### config.mk
export PLATFORM = sky130hd
export DESIGN_NAME = mem_port_arbiter
export DESIGN_NICKNAME = d
export VERILOG_FILES = /design/src/rtl/mem_port_arbiter_pkg.sv /design/src/rtl/mem_port_arbiter_arb_pick.sv /design/src/rtl/mem_port_arbiter.sv
export SDC_FILE = /design/constraint.sdc
export NUM_CORES = 1
export LEC_CHECK = 0
export CAP_MARGIN = 20
export CORE_ASPECT_RATIO = 1.25
export CORE_MARGIN = 2
export CORE_UTILIZATION = 42
export DETAILED_ROUTE_END_ITERATION = 6
export PLACE_DENSITY = 0.82
export SYNTH_ARGS = -nofsm -noshare
export SYNTH_HDL_FRONTEND = slang
export SYNTH_SLANG_ARGS = --single-unit
### constraint.sdc
create_clock -name clk -period 4.8 [get_ports clk]
set_clock_uncertainty 0.2 [all_clocks]
set_input_delay 0.96 -clock clk [delete_from_list [all_inputs] [get_ports clk]]
set_output_delay 0.96 -clock clk [all_outputs]
set_load 0.1 [all_outputs]
### src/rtl/mem_port_arbiter_pkg.sv
// mem_arb_pkg: shared types and constants for the unified-RAM port arbiter.
//   arb_state_t  - arbiter FSM states
//   requester_t  - identifies the fetch (IF) or load/store (D) port
//   STARVE_LIMIT - consecutive contested D grants before IF is forced through
package mem_arb_pkg;

  typedef enum logic [1:0] {
    IDLE    = 2'd0,
    RD_WAIT = 2'd1,
    RD_RESP = 2'd2
  } arb_state_t;

  typedef enum logic {
    REQ_IF = 1'b0,
    REQ_D  = 1'b1
  } requester_t;

  localparam logic [1:0] STARVE_LIMIT = 2'd3;

endpackage

### src/rtl/mem_port_arbiter_arb_pick.sv
// arb_pick: combinational winner selection between the IF and D requesters.
// Ports:
//   i_en       - grants permitted this cycle
//   i_if_req   - fetch request
//   i_d_req    - data request
//   i_if_first - IF wins a contested grant (otherwise D wins)
//   o_winner   - selected requester (meaningful only when a gnt is high)
//   o_if_gnt   - fetch grant one-hot bit
//   o_d_gnt    - data grant one-hot bit
module arb_pick
  import mem_arb_pkg::*;
(
  input  logic       i_en,
  input  logic       i_if_req,
  input  logic       i_d_req,
  input  logic       i_if_first,
  output requester_t o_winner,
  output logic       o_if_gnt,
  output logic       o_d_gnt
);

  logic w_pick_if;

  always_comb begin
    w_pick_if = i_if_req && (!i_d_req || i_if_first);
    o_winner  = w_pick_if ? REQ_IF : REQ_D;
    o_if_gnt  = i_en && w_pick_if;
    o_d_gnt   = i_en && i_d_req && !w_pick_if;
  end

endmodule

### src/rtl/mem_port_arbiter.sv
// mem_port_arbiter: shares a single-port synchronous-read RAM between the
// instruction-fetch (IF) and load/store (D) requesters using a req/gnt/rvalid
// handshake. Reads return data with rvalid two cycles after the grant; stores
// complete in the grant cycle.
// Ports:
//   clk, rst_n                      - clock, asynchronous active-low reset
//   if_req/if_addr/if_gnt           - fetch request, address, grant
//   if_rvalid/if_rdata              - fetch data pulse and held data
//   d_req/d_we/d_addr/d_wdata/d_gnt - data request, store flag, address, data, grant
//   d_rvalid/d_rdata                - load data pulse and held data
//   ram_addr/ram_wren/ram_wdata     - RAM command
//   ram_rdata                       - RAM read data (one cycle after address)
// Build option: define ARB_ROUND_ROBIN_EN for round-robin arbitration instead
// of fixed D priority with the IF starvation guard.
module mem_port_arbiter
  import mem_arb_pkg::*;
#(
  parameter int unsigned WIDTH      = 32,
  parameter int unsigned ADDR_WIDTH = 10
) (
  input  logic                  clk,
  input  logic                  rst_n,
  input  logic                  if_req,
  input  logic [ADDR_WIDTH-1:0] if_addr,
  output logic                  if_gnt,
  output logic                  if_rvalid,
  output logic [WIDTH-1:0]      if_rdata,
  input  logic                  d_req,
  input  logic                  d_we,
  input  logic [ADDR_WIDTH-1:0] d_addr,
  input  logic [WIDTH-1:0]      d_wdata,
  output logic                  d_gnt,
  output logic                  d_rvalid,
  output logic [WIDTH-1:0]      d_rdata,
  output logic [ADDR_WIDTH-1:0] ram_addr,
  output logic                  ram_wren,
  output logic [WIDTH-1:0]      ram_wdata,
  input  logic [WIDTH-1:0]      ram_rdata
);

  arb_state_t            r_state;
  requester_t            r_owner;
  logic [ADDR_WIDTH-1:0] r_rd_addr;
  logic [WIDTH-1:0]      r_if_rdata;
  logic [WIDTH-1:0]      r_d_rdata;
  logic                  r_if_rvalid;
  logic                  r_d_rvalid;

  logic       w_grant_en;
  logic       w_if_first;
  requester_t w_winner;
  logic       w_if_gnt;
  logic       w_d_gnt;
  logic       w_rd_grant;

  // Grants are blocked while reset is held so nothing leaks out during reset.
  assign w_grant_en = rst_n && (r_state != RD_WAIT);

`ifdef ARB_ROUND_ROBIN_EN
  requester_t r_last_winner;

  assign w_if_first = (r_last_winner == REQ_D);

  always_ff @(posedge clk or negedge rst_n) begin
    if (!rst_n) begin
      r_last_winner <= REQ_IF;
    end else if (w_if_gnt || w_d_gnt) begin
      r_last_winner <= w_winner;
    end
  end
`else
  logic [1:0] r_starve_cnt;

  assign w_if_first = (r_starve_cnt == STARVE_LIMIT);

  // Counts consecutive D grants while fetch is waiting; saturates at the limit.
  always_ff @(posedge clk or negedge rst_n) begin
    if (!rst_n) begin
      r_starve_cnt <= '0;
    end else if (!if_req || w_if_gnt) begin
      r_starve_cnt <= '0;
    end else if (w_d_gnt && (r_starve_cnt != STARVE_LIMIT)) begin
      r_starve_cnt <= r_starve_cnt + 2'd1;
    end
  end
`endif

  arb_pick u_arb_pick (
    .i_en       (w_grant_en),
    .i_if_req   (if_req),
    .i_d_req    (d_req),
    .i_if_first (w_if_first),
    .o_winner   (w_winner),
    .o_if_gnt   (w_if_gnt),
    .o_d_gnt    (w_d_gnt)
  );

  assign w_rd_grant = w_if_gnt || (w_d_gnt && !d_we);

  always_comb begin
    ram_wren  = w_d_gnt && d_we;
    ram_wdata = d_wdata;
    if (r_state == RD_WAIT) begin
      ram_addr = r_rd_addr;
    end else if (w_d_gnt) begin
      ram_addr = d_addr;
    end else begin
      ram_addr = if_addr;
    end
  end

  always_ff @(posedge clk or negedge rst_n) begin
    if (!rst_n) begin
      r_state     <= IDLE;
      r_owner     <= REQ_IF;
      r_rd_addr   <= '0;
      r_if_rdata  <= '0;
      r_d_rdata   <= '0;
      r_if_rvalid <= 1'b0;
      r_d_rvalid  <= 1'b0;
    end else begin
      r_if_rvalid <= 1'b0;
      r_d_rvalid  <= 1'b0;
      case (r_state)
        IDLE, RD_RESP: begin
          if (w_rd_grant) begin
            r_state   <= RD_WAIT;
            r_owner   <= w_winner;
            // ram_addr already carries the winner's address in a grant cycle.
            r_rd_addr <= ram_addr;
          end else begin
            r_state <= IDLE;
          end
        end
        RD_WAIT: begin
          r_state <= RD_RESP;
          if (r_owner == REQ_D) begin
            r_d_rdata  <= ram_rdata;
            r_d_rvalid <= 1'b1;
          end else begin
            r_if_rdata  <= ram_rdata;
            r_if_rvalid <= 1'b1;
          end
        end
        default: r_state <= IDLE;
      endcase
    end
  end

  assign if_gnt    = w_if_gnt;
  assign d_gnt     = w_d_gnt;
  assign if_rvalid = r_if_rvalid;
  assign d_rvalid  = r_d_rvalid;
  assign if_rdata  = r_if_rdata;
  assign d_rdata   = r_d_rdata;

endmodule

; ---- Word-level counts from Yosys, hierarchy flattened
; Index checks and enable logic that the tools add are counted.
[word_totals]
reg_bits = 81
out_inout_bits = 111
[classes]
add_sub_neg = 1
eq_ne = 5
n_mux = 11
n_bitwise = 1
n_reduce_logical = 21
[op_table]
columns = op, count
row1 = 2-to-1 mux 10 bit, 2
row2 = logical AND 1 bit, 8
row3 = 2-to-1 mux 1 bit, 6
row4 = AND reduction 2 bit, 3
row5 = == test 2 bit (second input constant), 2
row6 = zero test 1 bit, 4
row7 = 2-to-1 mux 2 bit, 2
row8 = case mux 2 bit (2 select lines), 1
row9 = logical OR 1 bit, 3
row10 = adder 2 x 1 -> 2 bit (second input constant), 1
row11 = == test 2 x 1 -> 1 bit (second input constant), 1
row12 = zero test 2 bit, 1
row13 = inequality test 2 x 1 -> 1 bit (second input constant), 1
row14 = inequality test 2 bit (second input constant), 1
row15 = nonzero test 2 bit, 1
row16 = OR reduction 2 bit, 1
row17 = inverter 1 bit, 1

; ---- Longest topological paths before layout
[depth]
ltp_word = 9
depth_mapped = 6
mapped_depth_nobuf = 5

; ---- Hierarchy
; From an unflattened synthesis, not the netlist that was laid out.
[hier_totals]
hier_cells = 260
area_unflattened_um2 = 3658.5
[by_module_without_submodules]
columns = module, instances, cells_each, area_each_um2, seq_area_each_um2
row1 = mem_port_arbiter, 1, 255, 3633.5, 2026.9
row2 = arb_pick, 1, 5, 25.0, 0.0

; ---- Worst setup path before layout
; Ideal clock, no wire load.
[synth_path]
path_type = input to output
start = input rst_n
end = output ram_addr[1]
t_arrival_ps = 2983
required_time_ps = 3640
slack_ps = 657
stages = 5
path_cell_list = nand2_1 > a21oi_2 > buf_4 > mux2i_1 > a21oi_1
[synth_via]
elab_chain_len = 5
[synth_rtl]
columns = element, line
row1 = from (decl), mem_port_arbiter.sv:22  ; input logic rst_n,
row2 = logical AND 1 bit, mem_port_arbiter.sv:57  ; assign w_grant_en = rst_n && (r_state != RD_WAIT);
row3 = logical AND 1 bit (2 in series), mem_port_arbiter_arb_pick.sv:28  ; o_d_gnt = i_en && i_d_req && !w_pick_if;
row4 = 2-to-1 mux 10 bit, mem_port_arbiter.sv:105  ; end else if (w_d_gnt) begin
row5 = 2-to-1 mux 10 bit, mem_port_arbiter.sv:103  ; if (r_state == RD_WAIT) begin
row6 = to (decl), mem_port_arbiter.sv:35  ; output logic [ADDR_WIDTH-1:0] ram_addr,
; Every way passes these cells.

; ---- Worst setup path after layout
[layout_path]
start = input d_req
end = output ram_addr[1]
[layout_via]
elab_chain_len = 7
elab_cells_between_ends = 8
cone_classes = 2 x mux / 6 x reduce/logical
[layout_rtl]
columns = element, line
row1 = from (decl), mem_port_arbiter.sv:28  ; input logic d_req,
row2 = zero test 1 bit, mem_port_arbiter_arb_pick.sv:25  ; w_pick_if = i_if_req && (!i_d_req || i_if_first);
row3 = logical OR 1 bit, mem_port_arbiter_arb_pick.sv:25
row4 = logical AND 1 bit, mem_port_arbiter_arb_pick.sv:25
row5 = zero test 1 bit, mem_port_arbiter_arb_pick.sv:28
row6 = logical AND 1 bit *, mem_port_arbiter_arb_pick.sv:28
row7 = 2-to-1 mux 10 bit *, mem_port_arbiter.sv:105
row8 = 2-to-1 mux 10 bit *, mem_port_arbiter.sv:103
; Every way passes the cells marked *; elsewhere a longest branch is shown, timed or not.

==> reports/results.ini <==
[synth]
yosysUniqueCellTypes=22
ys_warn_count=0
synthMuxAreaShare_pct=28.3
syn_area_sq_mm=0.00368
syn_avg_cell_area_sq_um=14.0
synth.yosys.seq_area_share_pct=55.1
synth_top_family_by_area=multiplexers
yosys.area_share.simple_pct=3.61
synth_compound_area_share_pct=2.25
synthesis.instances=263
synth_xor_area_share_pct=0
synthAdderAreaFrac_pct=0.340
synthesis.nets=353
yosys_register_bits=81

[drt]
finalWirelength_mm=7.59
vias=2299
via_per_inst=4.67
drt-initial-drc-count=62
dr_wl_met3_um=409
dr.pass1.iters=4
m1WireLength_mm=2.93
detail-route-antenna-nets=0
met2_length_mm=4.09
wire_per_inst_um=15.4
drc=0
top_layer_used=met4

[global_routing]
grt_pass1_wl_mm=12.0
antenna_found_initial=0
grt_max_degree=84
grt_use_total_pct=16.7
gr-total-overflow=0
grt_pass1_vias=2421

[worst_setup_path]
arrival_ns=2.86
worst-path-max-fanout=12
slowest_stage=a21oi_2
critical-path-max-stage-delay_ns=0.58
crit_chain=clkdlybuf4s50_1 > nand2_1 > a21oi_2 > mux2i_1 > a21oi_1 > buf_12
setup.worst_path.class=in -> out
startpoint_type=input port
required_ns=3.64
endpoint_kind=primary output

[clocking]
clk_pin_slew_worst_paths_ns=0.06
cts_tree=built
clk_latency_ns=0.34
cts.sinks=81
cts_max_level=3
clockRootBuffer=clkbuf_8
clk_path_buf_depth=2
hold_buffers=0
post_cts_buffers=0
postCtsResizedCells=0
numCtsBuffers=9

[sta]
fin_crit_ns=4.02
hold_violations=0
setup_viol=0
max_freq_mhz=249
fin_setup_tns_ns=0
slew_violations=0
timing.final.ws_setup_ns=0.778
rsz0062_at_grt=no
worstMarginPinSlew_ns=1.00
period_share_pct=83.8
maxSlewHeadroom_pct=32.9

[flow_run]
maxCapViolations=0

[floorplan]
initial_core_util_pct=42.7
die-area_sq_mm=0.00952
core_sq_mm=0.00861
io_pins=200
row_count=38
fp.dieH_um=109
die_x_um=87.7

[placed_design]
hpwlAfterDp_mm=5.42
numPortBuffers=135
place.gp.congestion=0.732
dpl_worst_slack_ns=0.760

[min_path]
hold_class=reg -> reg

[final_layout]
nNetsFinal=458
area_growth_pct=40.8
insertedDiodeCount=0
layout-drive-gt1-share_pct=18.5

[run_status]
status=completed

## per-stage QoR
step	instance area, sq um	hold slack [ns]	utilization [%]	cells
5_1_grt	5170	0.299	60.1	492
4_1_cts	5150	0.290	59.8	491
2_1_floorplan	3680	0.294	-	263
3_5_place_dp	4970	0.275	57.7	476
6_report	5170	0.282	60.1	492
3_3_place_gp	4970	0.268	57.7	476
## area by class of cell
| cell class | instances | area [sq um] |
|---|---|---|
| Multi-Input combinational cell | 126 | 1270 |
| Sequential cell | 81 | 2030 |
| Clock buffer | 12 | 135 |
| Timing Repair Buffer | 137 | 1500 |
| Tap cell | 120 | 150 |
| Fill cell | 668 | 3430 |
| Inverter | 13 | 50.0 |
| Clock inverter | 3 | 42.5 |
## sequential cells by signal, indices dropped and copies added, names as in the netlist
| signal | cells |
|---|---|
| r_starve_cnt | 2 |
| d_rvalid | 1 |
| r_state | 2 |
| d_rdata | 32 |
| r_rd_addr | 10 |
| if_rdata | 32 |
| if_rvalid | 1 |
| r_owner | 1 |
## cell usage in the layout (no fill, tap or decap), drive strengths merged
cell / n
clkbuf: 12
ha: 1
dfrtp: 81
buf: 16
inv: 12
a21boi: 2
and3: 1
and2: 1
mux2i: 20
bufinv: 1
nand2b: 4
clkdlybuf4s50: 121
clkinv: 2
nor2: 12
clkinvlp: 1
nand2: 6
or3: 2
a21oi: 12
mux2: 65
## kinds of logic (layout without fill, tap and decap cells)
family	count (synthesis)	count (layout)
muxes	85	85
DFF	81	81
buffers and inverters	56	165
and+or+nand+nor	26	26
AOI/OAI and AO/OA	14	14
adders and majority gates	1	1
## worst max-delay path, delay by kind of cell
family / cells / cell delay [ns]
buf+inv: 2 / 0.72
mux: 1 / 0.22
compound gates: 2 / 0.88
simple gates: 1 / 0.07
## cell usage after synthesis
library cell	instances	area (sq um)
a21boi_1	2	15.0
nand2_1	5	18.8
clkinv_2	1	5.00
buf_4	37	278
and3_1	1	6.26
mux2i_1	20	200
ha_1	1	12.5
inv_1	12	45.0
nor2_4	1	11.3
nand2b_1	4	25.0
dfrtp_1	81	2030
mux2_2	7	78.8
buf_6	4	45.0
nand2_4	1	11.3
or3_1	2	12.5
a21oi_2	2	17.5
and2_1	1	6.26
nor2_1	11	41.3
mux2_4	29	435
a21oi_1	10	50.1
mux2_1	29	327
clkbuf_1	2	7.51
## worst paths after layout
path,depth (start not counted),from,slack [ns],end
setup / recovery,6,d_req,0.78,ram_addr[1]
hold / removal,1,if_rdata[7],0.28,if_rdata[7]
min in group asynchronous,2,rst_n,0.32,r_rd_addr[5]
hold reg to reg,1,if_rdata[7],0.28,if_rdata[7]
max in group asynchronous,3,rst_n,3.51,if_rdata[1]
setup reg to reg,3,r_state[1],2.10,if_rdata[3]
## layer usage
metal | up-vias | GRT usage (%)
li1 | 1067 | -
met1 | 1132 | 18.2
met2 | 83 | 30.2
met3 | 17 | 3.66
met4 | 0 | 7.91
met5 | - | 0
Power is left out: the tool's default activity adds up to more than one toggle a clock period on the data nets, which glitch-free logic cannot reach.
